==> src/rtl/uart_sched_pkg.sv <==
// Package: uart_sched_pkg
// Shared types and constants for the uart_mmio bus scheduler.
//   state_t          scheduler FSM states
//   DEF_ADDR_*       default uart_mmio register addresses
//   STAT_RX/TXBUSY   bit positions inside the status register
package uart_sched_pkg;

    typedef enum logic [1:0] {
        POLL,
        RXRD,
        WRITE,
        SETTLE
    } state_t;

    localparam logic [7:0] DEF_ADDR_DATA = 8'h80;
    localparam logic [7:0] DEF_ADDR_RX   = 8'h81;
    localparam logic [7:0] DEF_ADDR_STAT = 8'h82;

    localparam int STAT_RX     = 1;
    localparam int STAT_TXBUSY = 0;

endpackage

==> src/rtl/rr_arbiter.sv <==
// Module: rr_arbiter
// Combinational round-robin arbiter. The search starts at index ptr and
// wraps modulo N; the first requester that is both requesting and unmasked
// wins. The pointer register lives in the parent.
//   req           in   N    request vector
//   mask          in   N    eligibility mask (1 = may win)
//   ptr           in   IW   first index to examine
//   grant_onehot  out  N    one-hot winner (all zero when none)
//   grant_idx     out  IW   index of the winner (0 when none)
//   any           out  1    a winner exists
module rr_arbiter #(
    parameter  int N  = 2,
    localparam int IW = (N > 1) ? $clog2(N) : 1
) (
    input  logic [N-1:0]  req,
    input  logic [N-1:0]  mask,
    input  logic [IW-1:0] ptr,
    output logic [N-1:0]  grant_onehot,
    output logic [IW-1:0] grant_idx,
    output logic          any
);

    logic [N-1:0] elig;

    // NOTE: every signal driven here gets a default before the loop, so no
    // path leaves it unassigned and no latch is inferred.
    always_comb begin
        elig         = req & mask;
        grant_onehot = '0;
        grant_idx    = '0;
        any          = 1'b0;
        for (int k = 0; k < N; k++) begin
            int j;
            j = int'(ptr) + k;
            if (j >= N) j = j - N;
            if (!any && elig[j]) begin
                any             = 1'b1;
                grant_onehot[j] = 1'b1;
                grant_idx       = IW'(j);
            end
        end
    end

endmodule

==> src/rtl/uart_bus_sched.sv <==
// Module: uart_bus_sched
// Sole master of the uart_mmio register port. Polls status continuously,
// drains received bytes to a broadcast rx output (RX beats TX), and pushes
// round-robin granted requester bytes into the TX data register.
// Optional feature: define UART_SCHED_LOCK_EN to lock the grant to one
// requester until it transfers a byte with req_last=1.
//   clk, rst_n      clock, asynchronous active-low reset
//   req_valid/data/last/ready   NREQ byte-stream requesters (ready is a
//                   one-hot accept pulse, transfer on valid&ready)
//   rx_valid/rx_data            one-cycle pulse with a received byte
//   grant_id        index of the last accepted requester
//   bus_cs/we/addr/wdata/rdata  uart_mmio register port (rdata is
//                   combinational, sampled in the read cycle)
module uart_bus_sched
    import uart_sched_pkg::*;
#(
    parameter  int         NREQ       = 2,
    parameter  int         SETTLE_CYC = 2,
    parameter  logic [7:0] ADDR_DATA  = DEF_ADDR_DATA,
    parameter  logic [7:0] ADDR_RX    = DEF_ADDR_RX,
    parameter  logic [7:0] ADDR_STAT  = DEF_ADDR_STAT,
    localparam int         IDW        = (NREQ > 1) ? $clog2(NREQ) : 1
) (
    input  logic              clk,
    input  logic              rst_n,
    input  logic [NREQ-1:0]   req_valid,
    input  logic [8*NREQ-1:0] req_data,
    input  logic [NREQ-1:0]   req_last,
    output logic [NREQ-1:0]   req_ready,
    output logic              rx_valid,
    output logic [7:0]        rx_data,
    output logic [IDW-1:0]    grant_id,
    output logic              bus_cs,
    output logic              bus_we,
    output logic [7:0]        bus_addr,
    output logic [7:0]        bus_wdata,
    input  logic [7:0]        bus_rdata
);

    localparam int CW = (SETTLE_CYC > 1) ? $clog2(SETTLE_CYC) : 1;

    state_t          state, state_nxt;
    logic [7:0]      hold;
    logic [IDW-1:0]  ptr;
    logic [CW-1:0]   settle_cnt;
    logic            accept;
    logic [NREQ-1:0] mask;
    logic [NREQ-1:0] win_onehot;
    logic [IDW-1:0]  win_idx;
    logic            win_any;

`ifdef UART_SCHED_LOCK_EN
    logic lock;

    // While locked only the current owner (last grantee) is eligible.
    always_comb begin
        mask = '0;
        for (int i = 0; i < NREQ; i++) begin
            mask[i] = !lock || (grant_id == IDW'(i));
        end
    end
`else
    logic unused_last;
    assign unused_last = ^req_last;
    assign mask        = '1;
`endif

    rr_arbiter #(.N(NREQ)) u_arb (
        .req          (req_valid),
        .mask         (mask),
        .ptr          (ptr),
        .grant_onehot (win_onehot),
        .grant_idx    (win_idx),
        .any          (win_any)
    );

    // Outputs are gated by rst_n so the bus is quiet while reset is held,
    // even though the state register already sits in POLL.
    always_comb begin
        state_nxt = state;
        bus_cs    = 1'b0;
        bus_we    = 1'b0;
        bus_addr  = '0;
        bus_wdata = '0;
        req_ready = '0;
        accept    = 1'b0;
        if (rst_n) begin
            case (state)
                POLL: begin
                    bus_cs   = 1'b1;
                    bus_addr = ADDR_STAT;
                    if (bus_rdata[STAT_RX]) begin
                        state_nxt = RXRD;
                    end else if (!bus_rdata[STAT_TXBUSY] && win_any) begin
                        req_ready = win_onehot;
                        accept    = 1'b1;
                        state_nxt = WRITE;
                    end
                end
                RXRD: begin
                    bus_cs    = 1'b1;
                    bus_addr  = ADDR_RX;
                    state_nxt = POLL;
                end
                WRITE: begin
                    bus_cs    = 1'b1;
                    bus_we    = 1'b1;
                    bus_addr  = ADDR_DATA;
                    bus_wdata = hold;
                    state_nxt = SETTLE;
                end
                SETTLE: begin
                    // Bus stays idle so a stale tx_busy=0 is never sampled.
                    if (settle_cnt == CW'(SETTLE_CYC - 1)) state_nxt = POLL;
                end
                default: state_nxt = POLL;
            endcase
        end
    end

    // NOTE: state registers use non-blocking assignments so every flop
    // samples pre-edge values regardless of statement order.
    always_ff @(posedge clk or negedge rst_n) begin
        if (!rst_n) begin
            state      <= POLL;
            hold       <= '0;
            ptr        <= '0;
            grant_id   <= '0;
            settle_cnt <= '0;
            rx_valid   <= 1'b0;
            rx_data    <= '0;
`ifdef UART_SCHED_LOCK_EN
            lock       <= 1'b0;
`endif
        end else begin
            state    <= state_nxt;
            rx_valid <= (state == RXRD);
            if (state == RXRD) rx_data <= bus_rdata;
            settle_cnt <= (state == SETTLE) ? settle_cnt + 1'b1 : '0;
            if (accept) begin
                hold     <= req_data[8*win_idx +: 8];
                grant_id <= win_idx;
                ptr      <= (win_idx == IDW'(NREQ - 1)) ? '0 : win_idx + 1'b1;
`ifdef UART_SCHED_LOCK_EN
                // Set on a non-final byte, cleared by the owner's final byte.
                lock     <= !req_last[win_idx];
`endif
            end
        end
    end

endmodule
==> config.mk <==
export PLATFORM = sky130hd
export DESIGN_NAME = uart_bus_sched
export DESIGN_NICKNAME = d
export VERILOG_FILES = /design/src/rtl/uart_sched_pkg.sv /design/src/rtl/rr_arbiter.sv /design/src/rtl/uart_bus_sched.sv
export SDC_FILE = /design/constraint.sdc
export NUM_CORES = 1
export LEC_CHECK = 0
export CAP_MARGIN = 5
export CORE_ASPECT_RATIO = 2
export CORE_MARGIN = 4
export CORE_UTILIZATION = 35
export CTS_CLUSTER_SIZE = 40
export DETAILED_ROUTE_END_ITERATION = 7
export GPL_TIMING_DRIVEN = 0
export PLACE_DENSITY_LB_ADDON = 0.05
export SLEW_MARGIN = 30
export SYNTH_ARGS = -nofsm -noshare
export SYNTH_HDL_FRONTEND = slang
export SYNTH_HIERARCHICAL = 1
export SYNTH_SLANG_ARGS = --single-unit
==> constraint.sdc <==
create_clock -name clk -period 1.4 [get_ports clk]
set_clock_uncertainty 0.15 [all_clocks]
set_input_delay 0.14 -clock clk [delete_from_list [all_inputs] [get_ports clk]]
set_output_delay 0.14 -clock clk [all_outputs]
set_load 0.02 [all_outputs]
==> Word level (Yosys, flattened, before mapping) <==
Cells that the tools add are included.
{ "classes": {"shift": 1, "addsub": 5, "reduce_logical": 9, "n_bitwise": 1, "mux": 40, "n_eq_ne": 5, "n_lt_le_gt_ge": 6} }
{ "ops": {"columns": ["op", "count"], "rows": [
  ["$ge 32x1->1 const B", 2],
  ["$lt 32x3->1 const B", 2],
  ["$mux 32", 2],
  ["$ge 32x3->1 const B", 1],
  ["$sub 32x3->32 const B", 1],
  ["$mux 8", 3],
  ["$pmux 8 s3", 1],
  ["$mux 1", 22],
  ["$mux 2", 9],
  ["$shiftx 16x5->8", 1],
  ["$pmux 2 s4", 1],
  ["$eq 2x2->1 const B", 2],
  ["$logic_and 1x1->1", 4],
  ["$ne 3x3->1 const B", 1],
  ["$reduce_and 3->1", 1],
  ["$reduce_or 3->1", 1],
  ["$sub 1x2->3 const B", 1],
  ["$add 1x1->1 const B", 2],
  ["$add 1x1->2 const B", 1],
  ["$demux 1 s1", 2],
  ["$eq 2x1->1 const B", 1],
  ["$ge 1x2->1 const B", 1],
  ["$logic_not 1->1", 2],
  ["$logic_not 2->1", 1],
  ["other kinds (2)", 2]
]} }
{ "word_totals": {"regBits": 22, "word_cells": 74, "inputBits": 30, "output_inout_bits": 30} }

==> Longest topological paths before layout <==
{ "logic_depth": {"ltp_word": 14, "mapped_depth": 7} }

==> Cells and area by module <==
The synthesis kept the hierarchy.
{ "by_module_without_submodules": {"columns": ["mod", "area_each_um2", "cells_each", "instances", "seq_area_each_um2"], "rows": [
  ["uart_bus_sched", 1104.8, 99, 1, 550.5],
  ["rr_arbiter", 37.5, 6, 1, 0.0]
]} }

==> Least setup slack after synthesis <==
No wires, ideal clock.
{ "synth_timing": {"kind": "flip-flop to output port", "start": "register state[1]", "end": "output port req_ready[0]", "setup_slack_ps": -130, "t_arrival_ps": 1240, "path_stages_with_launch": 5, "path_cell_list": "dfrtp_1 nor3b_2 buf_4 buf_6 and3_1"} }
{ "synth_via": {"elab_chain_len": 3} }
{ "synth_rtl": {"columns": ["element", "line", "source"], "rows": [
  ["start, declared", "uart_bus_sched.sv:42", "state_t state, state_nxt;"],
  ["start signal, assigned", "uart_bus_sched.sv:136", "state <= state_nxt;"],
  ["$logic_not 2->1", "uart_bus_sched.sv:88", "case (state)"],
  ["$mux 2", "uart_bus_sched.sv:88", null],
  ["$mux 2", "uart_bus_sched.sv:87", "if (rst_n) begin"],
  ["end, declared", "uart_bus_sched.sv:29", "output logic [NREQ-1:0] req_ready,"]
]} }
Every way passes these cells.

==> Worst setup path in the final report <==
Ends and elaborated chain as after synthesis.

==> metrics <==
sequential fraction of the synthesis area 48.2%; Mapped Area 1140 sq um; fillers 257; Final TNS setup -5.88 ns; Inserted Clock Buffers 3; antenna cells 0; FF+latch count, synth 22; Clock power frac 15.7%; Bufs on Longest Clock Path 2; Req. time, crit path 1.11 ns; Detailed Route WL 3.33 mm; vias in the first global route 1158; worst hold path type input pin to flip-flop; first-pass GRT wire length 5.23 mm; Core Region 3160 sq um; detailed-route DRC error count 0; unrepaired setup endpoints after global routing yes; Syn Area/Cell 10.9 sq um; FP Rows 29; Slew headroom 65.8%; Net Switching 0.948 mW; CP Data Arrival Time 1.44 ns; Final Util 67.9%; most frequent cells in the layout buf_6, clkdlybuf4s50_1, dfrtp_1, buf_4, dlygate4sd2_1; final hold vios 0; Placed Area 1740 sq um; Final period util 124%; antenna violations before repair 0; Final Cell Area 2140 sq um; root buf cell clkbuf_8; ANT nets after route 0; reg2reg setup slack -0.22 ns; leakage power 1.02 nW; H-Tree Depth 1; library cells used by synthesis 21; yosys warns 6; Max Cap Violations 0; final worst slack -0.331 ns; final slew viol count 0; IR drop worst, VDD 1220 uV; DIE AREA 4300 sq um; status finished with violations; DR vias/cell 4.92; Slew @ Worst Pin 0.513 ns; share of cells above drive strength 1 50.8%; Final min period 1.73 ns; kind of critical path flip-flop to output pin; vias 1083; Layout Cells excl Fill 220; Die Wd 48.4 microns; Detailed Routing Iterations Pass 1 4; total track usage 15.5%; # nets final 220; sequential cell fraction of total power 36.7%; clock slew at reported path FFs 0.08 ns; gpl congestion 0.693; Initial Utilization 36.2%; IO Port Bufs 52; Cells after Synth 105; aggregate global routing overflow 0; switching share of power 33.9%; placed insts 194; internal power 1.85 mW; routed wire length per instance 15.1 microns; Post-DP HPWL 2.04 mm; layout overhead on the synthesized area 87.7%; Cell Pwr Density 1300 nW/um^2; endpoints failing setup 32; drt initial violations 11; Die Ht 88.8 microns; Peak Freq 578 MHz; largest net degree at the start of global routing 23; TritonCTS clock tree done; Clock Latency Late Sink 0.26 ns; Ports 60; most common cell after layout, fill and taps aside buf_6; CP endpoint kind output pin; Worst setup SP type flip-flop; CP max FO 3; failing checks setup timing; combinational share of power 47.6%; pre-CTS setup slack -1.04 ns; Clock Sinks 22
==> per-layer routing <==
layer | vias up | global-route usage, % | wire length, microns
met5 | - | 0 | 0
met4 | 0 | 4.53 | 65
met3 | 4 | 2.87 | 170
met2 | 36 | 32.9 | 2060
met1 | 528 | 13.9 | 1040
li1 | 515 | - | -
==> cell usage after synthesis <==
cell type | instances | area share, %
o21ba_1 | 2 | 1.8
nor2_1 | 1 | 0.33
conb_1 | 2 | 0.66
mux2i_1 | 9 | 7.9
nor3b_2 | 2 | 2.2
a31oi_1 | 9 | 4.9
buf_6 | 1 | 0.99
dfrtp_1 | 22 | 48
o21ai_0 | 1 | 0.44
and3_1 | 3 | 1.6
o211ai_1 | 1 | 0.66
a21oi_1 | 10 | 4.4
clkbuf_2 | 1 | 0.44
and2_1 | 10 | 5.5
nor2b_1 | 1 | 0.55
nand2_1 | 8 | 2.6
buf_4 | 9 | 5.9
nor2_4 | 1 | 0.99
inv_1 | 2 | 0.66
buf_2 | 1 | 0.44
mux2_2 | 9 | 8.9
==> cell type report <==
class	instances	area (sq um)	area share [%]
plain buffers	11	105	4.90
well taps	31	38.8	1.81
flip-flops and latches	22	553	25.8
clock buffers	4	55.1	2.57
inverters	2	7.51	0.350
repair buffers	75	733	34.2
multi-input cells	75	652	30.4
==> worst paths after layout <==
kind / depth (start not counted) / to / start
worst max register to register: 5 / rx_data[4]$_DFFE_PN0P_ / state[1]$_DFFE_PN0P_
worst min-delay path: 2 / state[0]$_DFFE_PN0P_ / rst_n
worst max-delay path: 5 / req_ready[0] / state[1]$_DFFE_PN0P_
min in group asynchronous: 3 / hold[4]$_DFFE_PN0P_ / rst_n
worst min register to register: 1 / settle_cnt$_DFF_PN0_ / settle_cnt$_DFF_PN0_
max in group asynchronous: 3 / state[0]$_DFFE_PN0P_ / rst_n
==> stage by stage <==
stage          total power, mW  hold WS, ns
3_5_place_dp              2.07       0.0244
6_report                  2.80       0.0217
5_1_grt                   2.98       0.0403
4_1_cts                   2.66       0.0148
2_1_floorplan             1.59       -0.306
3_3_place_gp              2.05        0.299
==> worst max-delay path, stage by stage, from the launching register on <==
cell	delay [ns]
dfrtp_2	0.44
nor3b_4	0.23
buf_6	0.14
buf_8	0.09
and3_4	0.17
buf_6	0.11
==> what timing repair did <==
item | 4_1_cts | 5_1_grt
cloned | 2 | 0
hold buffers | 1 | 1
setup buffers | 17 | 4
hold endpoints to repair | 22 | 22
pin swaps | 4 | 2
resized for setup | 125 | 31
setup endpoints to repair | 43 | 33
==> sequential cells by signal (all words and copies together), names as in the netlist <==
register    flops
settle_cnt      1
ptr             1
state           2
grant_id        1
rx_data         8
hold            8
rx_valid        1
==> logic make-up after synthesis <==
logic type / share of synthesized area [%]
buf+inv: 8.43
other cells: 0.657
mux: 16.8
compound gates: 12.2
simple gates: 13.8
flops: 48.2
==> power groups by stage <==
| stage | sequential, mW | clock, mW | combinational [mW] |
|---|---|---|---|
| detailed placement | 1.03 | 0 | 1.04 |
| global placement | 1.01 | 0 | 1.03 |
| finish | 1.03 | 0.439 | 1.33 |
| floorplan | 1.15 | 0 | 0.436 |
| CTS | 1.01 | 0.453 | 1.19 |
| global route | 1.06 | 0.486 | 1.43 |
Note: power is estimated with default switching activity, not from simulation.
